<file path="src/rtl/audio_fifo_pkg.sv">
// Shared Gray/binary pointer helpers for the audio packet async FIFO.
// Latency: pure functions, no state.
// Backpressure: not applicable.
package audio_fifo_pkg;

    // Widest pointer any FIFO instance uses. Narrower pointers are zero-extended on the way in
    // and truncated on the way out; zero upper bits leave both conversions unchanged.
    localparam int PTR_MAX_W = 16;

    typedef logic [PTR_MAX_W-1:0] ptr_t;

    function automatic ptr_t bin2gray(input ptr_t b);
        return b ^ (b >> 1);
    endfunction

    function automatic ptr_t gray2bin(input ptr_t g);
        ptr_t b;
        b[PTR_MAX_W-1] = g[PTR_MAX_W-1];
        for (int i = PTR_MAX_W - 2; i >= 0; i--) begin
            b[i] = b[i+1] ^ g[i];
        end
        return b;
    endfunction

endpackage

</file>
<file path="src/rtl/audio_ptr_sync.sv">
// Brings a Gray-coded pointer from the far clock domain in and converts it to binary.
// Latency: 2 clk edges from gray_i change to bin_o change (bin_o is combinational off flop 2).
// Backpressure: none; samples every cycle.
module audio_ptr_sync
    import audio_fifo_pkg::*;
#(
    parameter int W = 11
) (
    input  logic         clk,
    input  logic         asyn_rst,
    input  logic [W-1:0] gray_i,
    output logic [W-1:0] bin_o
);

    logic [W-1:0] meta_q, meta_d;
    logic [W-1:0] sync_q, sync_d;

    // Two-stage shift; Gray coding guarantees at most one bit is in flight per step.
    always_comb begin
        meta_d = gray_i;
        sync_d = meta_q;
    end

    // Synchroniser flops, cleared by the shared asynchronous reset.
    always_ff @(posedge clk or posedge asyn_rst) begin
        if (asyn_rst) begin
            meta_q <= '0;
            sync_q <= '0;
        end else begin
            meta_q <= meta_d;
            sync_q <= sync_d;
        end
    end

    assign bin_o = W'(gray2bin(ptr_t'(sync_q)));

endmodule

</file>
<file path="src/rtl/audio_pkt_fifo_wr_ctrl.sv">
// Write-side controller of the audio packet async FIFO: RAM write port, pointers, flags, packet pulse.
// Latency: RAM write same edge as accept; flags/level/pulses registered one edge after the write.
// Backpressure: pushes while full are dropped and flagged with a one-cycle overflow pulse.
module audio_pkt_fifo_wr_ctrl
    import audio_fifo_pkg::*;
#(
    parameter int ADDR_WIDTH = 10,
    parameter int DATA_WIDTH = 16,
    parameter int AFULL_NUM  = 1000,
    parameter int PKT_LEN    = 256
) (
    input  logic                  wr_clk,
    input  logic                  asyn_rst,
    input  logic                  wr_en_i,
    input  logic [DATA_WIDTH-1:0] wr_data_i,
    input  logic [ADDR_WIDTH:0]   rd_ptr_gray_i,
    output logic                  ram_wr_en,
    output logic [ADDR_WIDTH-1:0] ram_wr_addr,
    output logic [DATA_WIDTH-1:0] ram_wr_data,
    output logic [ADDR_WIDTH:0]   wr_ptr_gray_o,
    output logic                  full,
    output logic                  almost_full,
    output logic [ADDR_WIDTH:0]   wr_water_level,
    output logic                  overflow,
    output logic                  pkt_ready
);

    localparam int PW = ADDR_WIDTH + 1;
    localparam int CW = (PKT_LEN > 1) ? $clog2(PKT_LEN) : 1;
    localparam logic [PW-1:0] DEPTH = PW'(1) << ADDR_WIDTH;

    logic [PW-1:0] wr_ptr_q, wr_ptr_d;
    logic [PW-1:0] wr_gray_q, wr_gray_d;
    logic [PW-1:0] level_q, level_d;
    logic [PW-1:0] rd_ptr_bin;
    logic          full_q, full_d;
    logic          afull_q, afull_d;
    logic          ovf_q, ovf_d;
    logic          pkt_rdy_q, pkt_rdy_d;
    logic [CW-1:0] pkt_cnt_q, pkt_cnt_d;
    logic          accept;

    audio_ptr_sync #(
        .W(PW)
    ) u_rd_sync (
        .clk     (wr_clk),
        .asyn_rst(asyn_rst),
        .gray_i  (rd_ptr_gray_i),
        .bin_o   (rd_ptr_bin)
    );

    // The RAM must never see a write while reset is held, even if a push is requested.
    assign accept = wr_en_i & ~full_q & ~asyn_rst;

    // Next pointer, flags and packet counter, all derived from the post-write pointer so a
    // simultaneous push and synchronised pop are counted exactly once each.
    always_comb begin
        wr_ptr_d  = wr_ptr_q + PW'(accept);
        wr_gray_d = PW'(bin2gray(ptr_t'(wr_ptr_d)));
        level_d   = wr_ptr_d - rd_ptr_bin;
        // Level of exactly DEPTH is the same condition as the Gray compare with the two
        // top bits of the read pointer inverted.
        full_d    = (level_d == DEPTH);
        afull_d   = (level_d >= PW'(AFULL_NUM));
        ovf_d     = wr_en_i & full_q;
        pkt_cnt_d = pkt_cnt_q;
        pkt_rdy_d = 1'b0;
        if (accept) begin
            if (pkt_cnt_q == CW'(PKT_LEN - 1)) begin
                pkt_cnt_d = '0;
                pkt_rdy_d = 1'b1;
            end else begin
                pkt_cnt_d = pkt_cnt_q + CW'(1);
            end
        end
    end

    // State registers; reset discards everything, the read side is reset alongside.
    always_ff @(posedge wr_clk or posedge asyn_rst) begin
        if (asyn_rst) begin
            wr_ptr_q  <= '0;
            wr_gray_q <= '0;
            level_q   <= '0;
            full_q    <= 1'b0;
            afull_q   <= 1'b0;
            ovf_q     <= 1'b0;
            pkt_rdy_q <= 1'b0;
            pkt_cnt_q <= '0;
        end else begin
            wr_ptr_q  <= wr_ptr_d;
            wr_gray_q <= wr_gray_d;
            level_q   <= level_d;
            full_q    <= full_d;
            afull_q   <= afull_d;
            ovf_q     <= ovf_d;
            pkt_rdy_q <= pkt_rdy_d;
            pkt_cnt_q <= pkt_cnt_d;
        end
    end

    assign ram_wr_en      = accept;
    assign ram_wr_addr    = wr_ptr_q[ADDR_WIDTH-1:0];
    assign ram_wr_data    = wr_data_i;
    assign wr_ptr_gray_o  = wr_gray_q;
    assign full           = full_q;
    assign almost_full    = afull_q;
    assign wr_water_level = level_q;
    assign overflow       = ovf_q;
    assign pkt_ready      = pkt_rdy_q;

endmodule

</file>
<file path="config.mk">
export PLATFORM = sky130hd
export DESIGN_NAME = audio_pkt_fifo_wr_ctrl
export DESIGN_NICKNAME = d
export VERILOG_FILES = /design/src/rtl/audio_fifo_pkg.sv /design/src/rtl/audio_ptr_sync.sv /design/src/rtl/audio_pkt_fifo_wr_ctrl.sv
export SDC_FILE = /design/constraint.sdc
export NUM_CORES = 1
export LEC_CHECK = 0
export BUFFER_PORTS_ARGS = -buffer_cell sky130_fd_sc_hd__clkbuf_2
export CAP_MARGIN = 20
export CORE_MARGIN = 3
export CORE_UTILIZATION = 56
export DETAILED_ROUTE_END_ITERATION = 16
export PLACE_DENSITY = 0.94
export RECOVER_POWER = 25
export SYNTH_ARGS = -nofsm -noshare
export SYNTH_HDL_FRONTEND = slang
export SYNTH_HIERARCHICAL = 1
export SYNTH_SLANG_ARGS = --single-unit
export TNS_END_PERCENT = 20
</file>
<file path="constraint.sdc">
create_clock -name wr_clk -period 10 [get_ports wr_clk]
set_input_delay 2 -clock wr_clk [delete_from_list [all_inputs] [get_ports wr_clk]]
set_output_delay 2 -clock wr_clk [all_outputs]
set_load 0.01 [all_outputs]
</file>
==> run summary <==
Status -> finished, violations left
Failing checks -> capacitance limit, slew limit
# port buffers -> 50
Overall global routing resource usage -> 16.4%
Top cells by area, synth -> sky130_fd_sc_hd__dfrtp_1 54%, sky130_fd_sc_hd__xnor2_1 6.6%, sky130_fd_sc_hd__xor2_1 5.7%
Crit path capture -> full
Async set or reset register ratio after synthesis -> 100%
Tmin final -> 4.97 ns
Tot Pwr -> 0.00101 W
Worst reg2reg path endpoint -> full
Remaining Overflow, GRT -> 0
Max Transition Viols Final -> 45
Worst slew margin relative to its limit -> -44.5%
Post-synthesis cell type count -> 44
Launch instance of the worst register-to-register path -> full
Number of enable-type register cells in the synthesized netlist -> 0
Flop2flop setup slack -> 6.40 ns
HPWL Detailed -> 3640 µm
Fmax achieved -> 201 MHz
Average wire length per cell after detail routing -> 12.6 µm
Number of endpoints failing setup at the final stage -> 0
Total of cells resized after clock tree synthesis -> 0
ANT cells -> 0
Clock tree root buffer cell -> sky130_fd_sc_hd__clkbuf_8
Count of max-cap constraint violations -> 1
Critical path depth in cells -> 13
Critical-path top delay cell -> sky130_fd_sc_hd__nor3b_2
Core footprint -> 5170 µm²
Post-Syn Instances -> 245
Worst-path clk slew -> 0.07 ns
Total Die Area -> 6360 µm²
Number of placed I/O pins -> 83
Leak pwr -> 1.77 nW
Skew-Pair Late Insertion Delay -> 0.33 ns
DIE WIDTH -> 79.8 µm
Depth of the worst register-to-register path -> 12
Gpl congestion -> 0.835
Area leader, netlist -> sky130_fd_sc_hd__dfrtp_1
Initial detailed-routing violation count -> 68
CTS Buf Count -> 9
Top-area cell type share of the netlist area -> 54.2%
Cell chain of the critical path -> clkbuf_1 -> nor3b_2 -> ha_1 -> ha_1 -> nand3_1 -> xor2_1 -> inv_1 -> ha_1 -> and3_4 -> a2111oi_4 -> xor2_1 -> nand4_1 -> and4bb_1
Number of detailed-routing iterations run before antenna repair -> 4
Hold Worst Slack -> 0.347 ns
Number of hold violations in the final report -> 0
FF+latch count, synth -> 66
Post-route ant nets -> 0
Routed vias -> 1787
Post-layout util -> 67.0%
Remaining routing DRC violations -> 0
Net switching power figure -> 0.000375 W
Buffers and inverters on the worst path -> 2
Clock power share -> 21.8%
Vias in the first global route -> 1763
P&R area growth vs syn -> 13.7%
TritonCTS clock tree -> yes
CP endpoint kind -> flip-flop
Post-detailed-placement cell area -> 3260 µm²
Largest net degree at the start of global routing -> 45
Post-route clock period utilization -> 49.7%
First-pass GRT wire length -> 7800 µm
Switching Fraction -> 37.0%
Type of the setup path with the least slack -> input pin to flip-flop
Post-Synthesis Net Count -> 289
Hold crit path type -> flip-flop to flip-flop
Crit start category -> input pin
Cell internal pwr -> 0.000638 W
Setup clock skew after layout -> 0.0101 ns
Actual slew at the worst max-slew pin -> 2.17 ns
Data required time at the worst endpoint -> 10.27 ns
Antenna violations before repair -> 0
Worst stage delay on the critical path -> 0.44 ns
Arrival time worst endpoint -> 5.24 ns
Library cell with the highest instance count after synthesis -> sky130_fd_sc_hd__dfrtp_1
Most frequently used flop master after synthesis -> sky130_fd_sc_hd__dfrtp_1
Peak supply drop -> 0.145 mV
Worst-case clock buffer depth -> 2
CTS hold repair buffers -> 0
Aggregate routed wire length -> 4610 µm
FP Rows -> 26
Cell Pwr Density -> 293 nW/µm²
Reg power frac -> 36.3%
Post-synthesis cell area -> 3050 µm²
Crit path max-delay family -> simple AND/OR/NAND/NOR gates
Sequential area share after synthesis -> 54.2%
Share of final-layout standard cells stronger than drive strength 1 -> 27.8%
H-tree Lvls -> 3
Top cell types by occurrence after synthesis -> 66 x sky130_fd_sc_hd__dfrtp_1, 28 x sky130_fd_sc_hd__inv_1, 23 x sky130_fd_sc_hd__xnor2_1, 20 x sky130_fd_sc_hd__xor2_1, 17 x sky130_fd_sc_hd__buf_4
Unrepaired setup endpoints after global routing -> no
Start point of the critical path -> asyn_rst
Post-route cell area -> 3460 µm²
Average instance area after synthesis -> 12.4 µm²
Final-layout setup total negative slack -> 0 ns
Comb pwr share -> 41.9%
Most frequent CP cell -> sky130_fd_sc_hd__ha_1
Critical-path maximum fanout -> 8
Die Y-Extent -> 79.8 µm
Effective utilization at floorplan -> 58.9%
Net count of the finished layout -> 334
Mean number of vias per cell -> 4.90
Synthesis warning total -> 6
Total number of clock tree sinks -> 66
Post-CTS setup buffers -> 0
area by class of cell:
class                      instances  area (µm²)
fill                             375        1710
sequential                        66        1650
multi-input combinational        134        1160
timing repair buffer              51         253
clock buffer                      12         155
inverter                          28         105
tap                               70        87.6
clock inverter                     4        50.0
metal layers:
layer	track usage [%]	vias up	routed length, µm
met3	5.30	17	320
met1	19.5	841	2000
met2	26.5	51	2180
met5	0	-	0
met4	8.61	0	117
li1	-	878	-
metrics by stage:
step / setup WS, ns / cells
floorplan: 5.13 / 245
CTS: 5.07 / 365
finish: 5.03 / 365
detailed placement: 4.71 / 349
global placement: 4.82 / 349
global route: 4.77 / 365
worst min-delay path by stage:
stage	start	endpoint	slack (ns)	cells after the start
6_report	u_rd_sync/meta_q[4]	u_rd_sync/sync_q[4]	0.35	0
5_1_grt	u_rd_sync/meta_q[7]	u_rd_sync/sync_q[7]	0.35	0
4_1_cts	u_rd_sync/meta_q[4]	u_rd_sync/sync_q[4]	0.35	0
3_5_place_dp	u_rd_sync/meta_q[0]	u_rd_sync/sync_q[0]	0.33	0
3_3_place_gp	u_rd_sync/meta_q[7]	u_rd_sync/sync_q[7]	0.33	0
2_1_floorplan	u_rd_sync/meta_q[0]	u_rd_sync/sync_q[0]	0.33	0
kinds of logic (layout without fill, tap and decap cells):
group                      after synthesis  in the layout  synth area share, %
adders and majority gates               14             14                 6.00
DFF                                     66             66                 54.2
xor gates and xnor gates                49             49                 16.5
buffers and inverters                   45             95                 7.64
AOI/OAI and AO/OA                       23             23                 6.04
muxes                                    1              1                0.370
and+or+nand+nor                         47             47                 9.28
cell usage in the layout, fill, tap and decap left out, drive strengths merged:
master     n
a31o       1
o21bai     1
nor2      14
and4       1
dfrtp     66
o2bb2ai    1
xnor2     27
clkbuf    63
a31oi      1
a21o       1
nor4bb     1
ha        13
nor3b      1
nand2b     4
inv       28
o21ai      6
xor3       1
and2       1
clkinv     1
nand4      5
a21oi      5
mux2       1
a211oi     3
clkinvlp   2
nor3       3
xor2      20
nand2      5
o31ai      2
and3       5
fa         1
o211ai     1
xnor3      1
bufinv     1
a2111oi    1
nand3      6
and4bb     1
power groups by stage:
stage	combinational, W	sequential [W]	clock, W
floorplan	0.000303	0.000390	0
global placement	0.000417	0.000370	0
detailed placement	0.000428	0.000373	0
CTS	0.000429	0.000368	0.000227
global route	0.000473	0.000375	0.000242
finish	0.000425	0.000368	0.000221
state kept, by name, indices dropped and copies added (netlist names):
signal	flops
wr_water_level	11
almost_full	1
u_rd_sync/meta_q	11
pkt_ready	1
overflow	1
wr_ptr_gray_o	11
u_rd_sync/sync_q	11
pkt_cnt_q	8
full	1
wr_ptr_q	10
No activity file was read; power rests on OpenSTA's default activity.
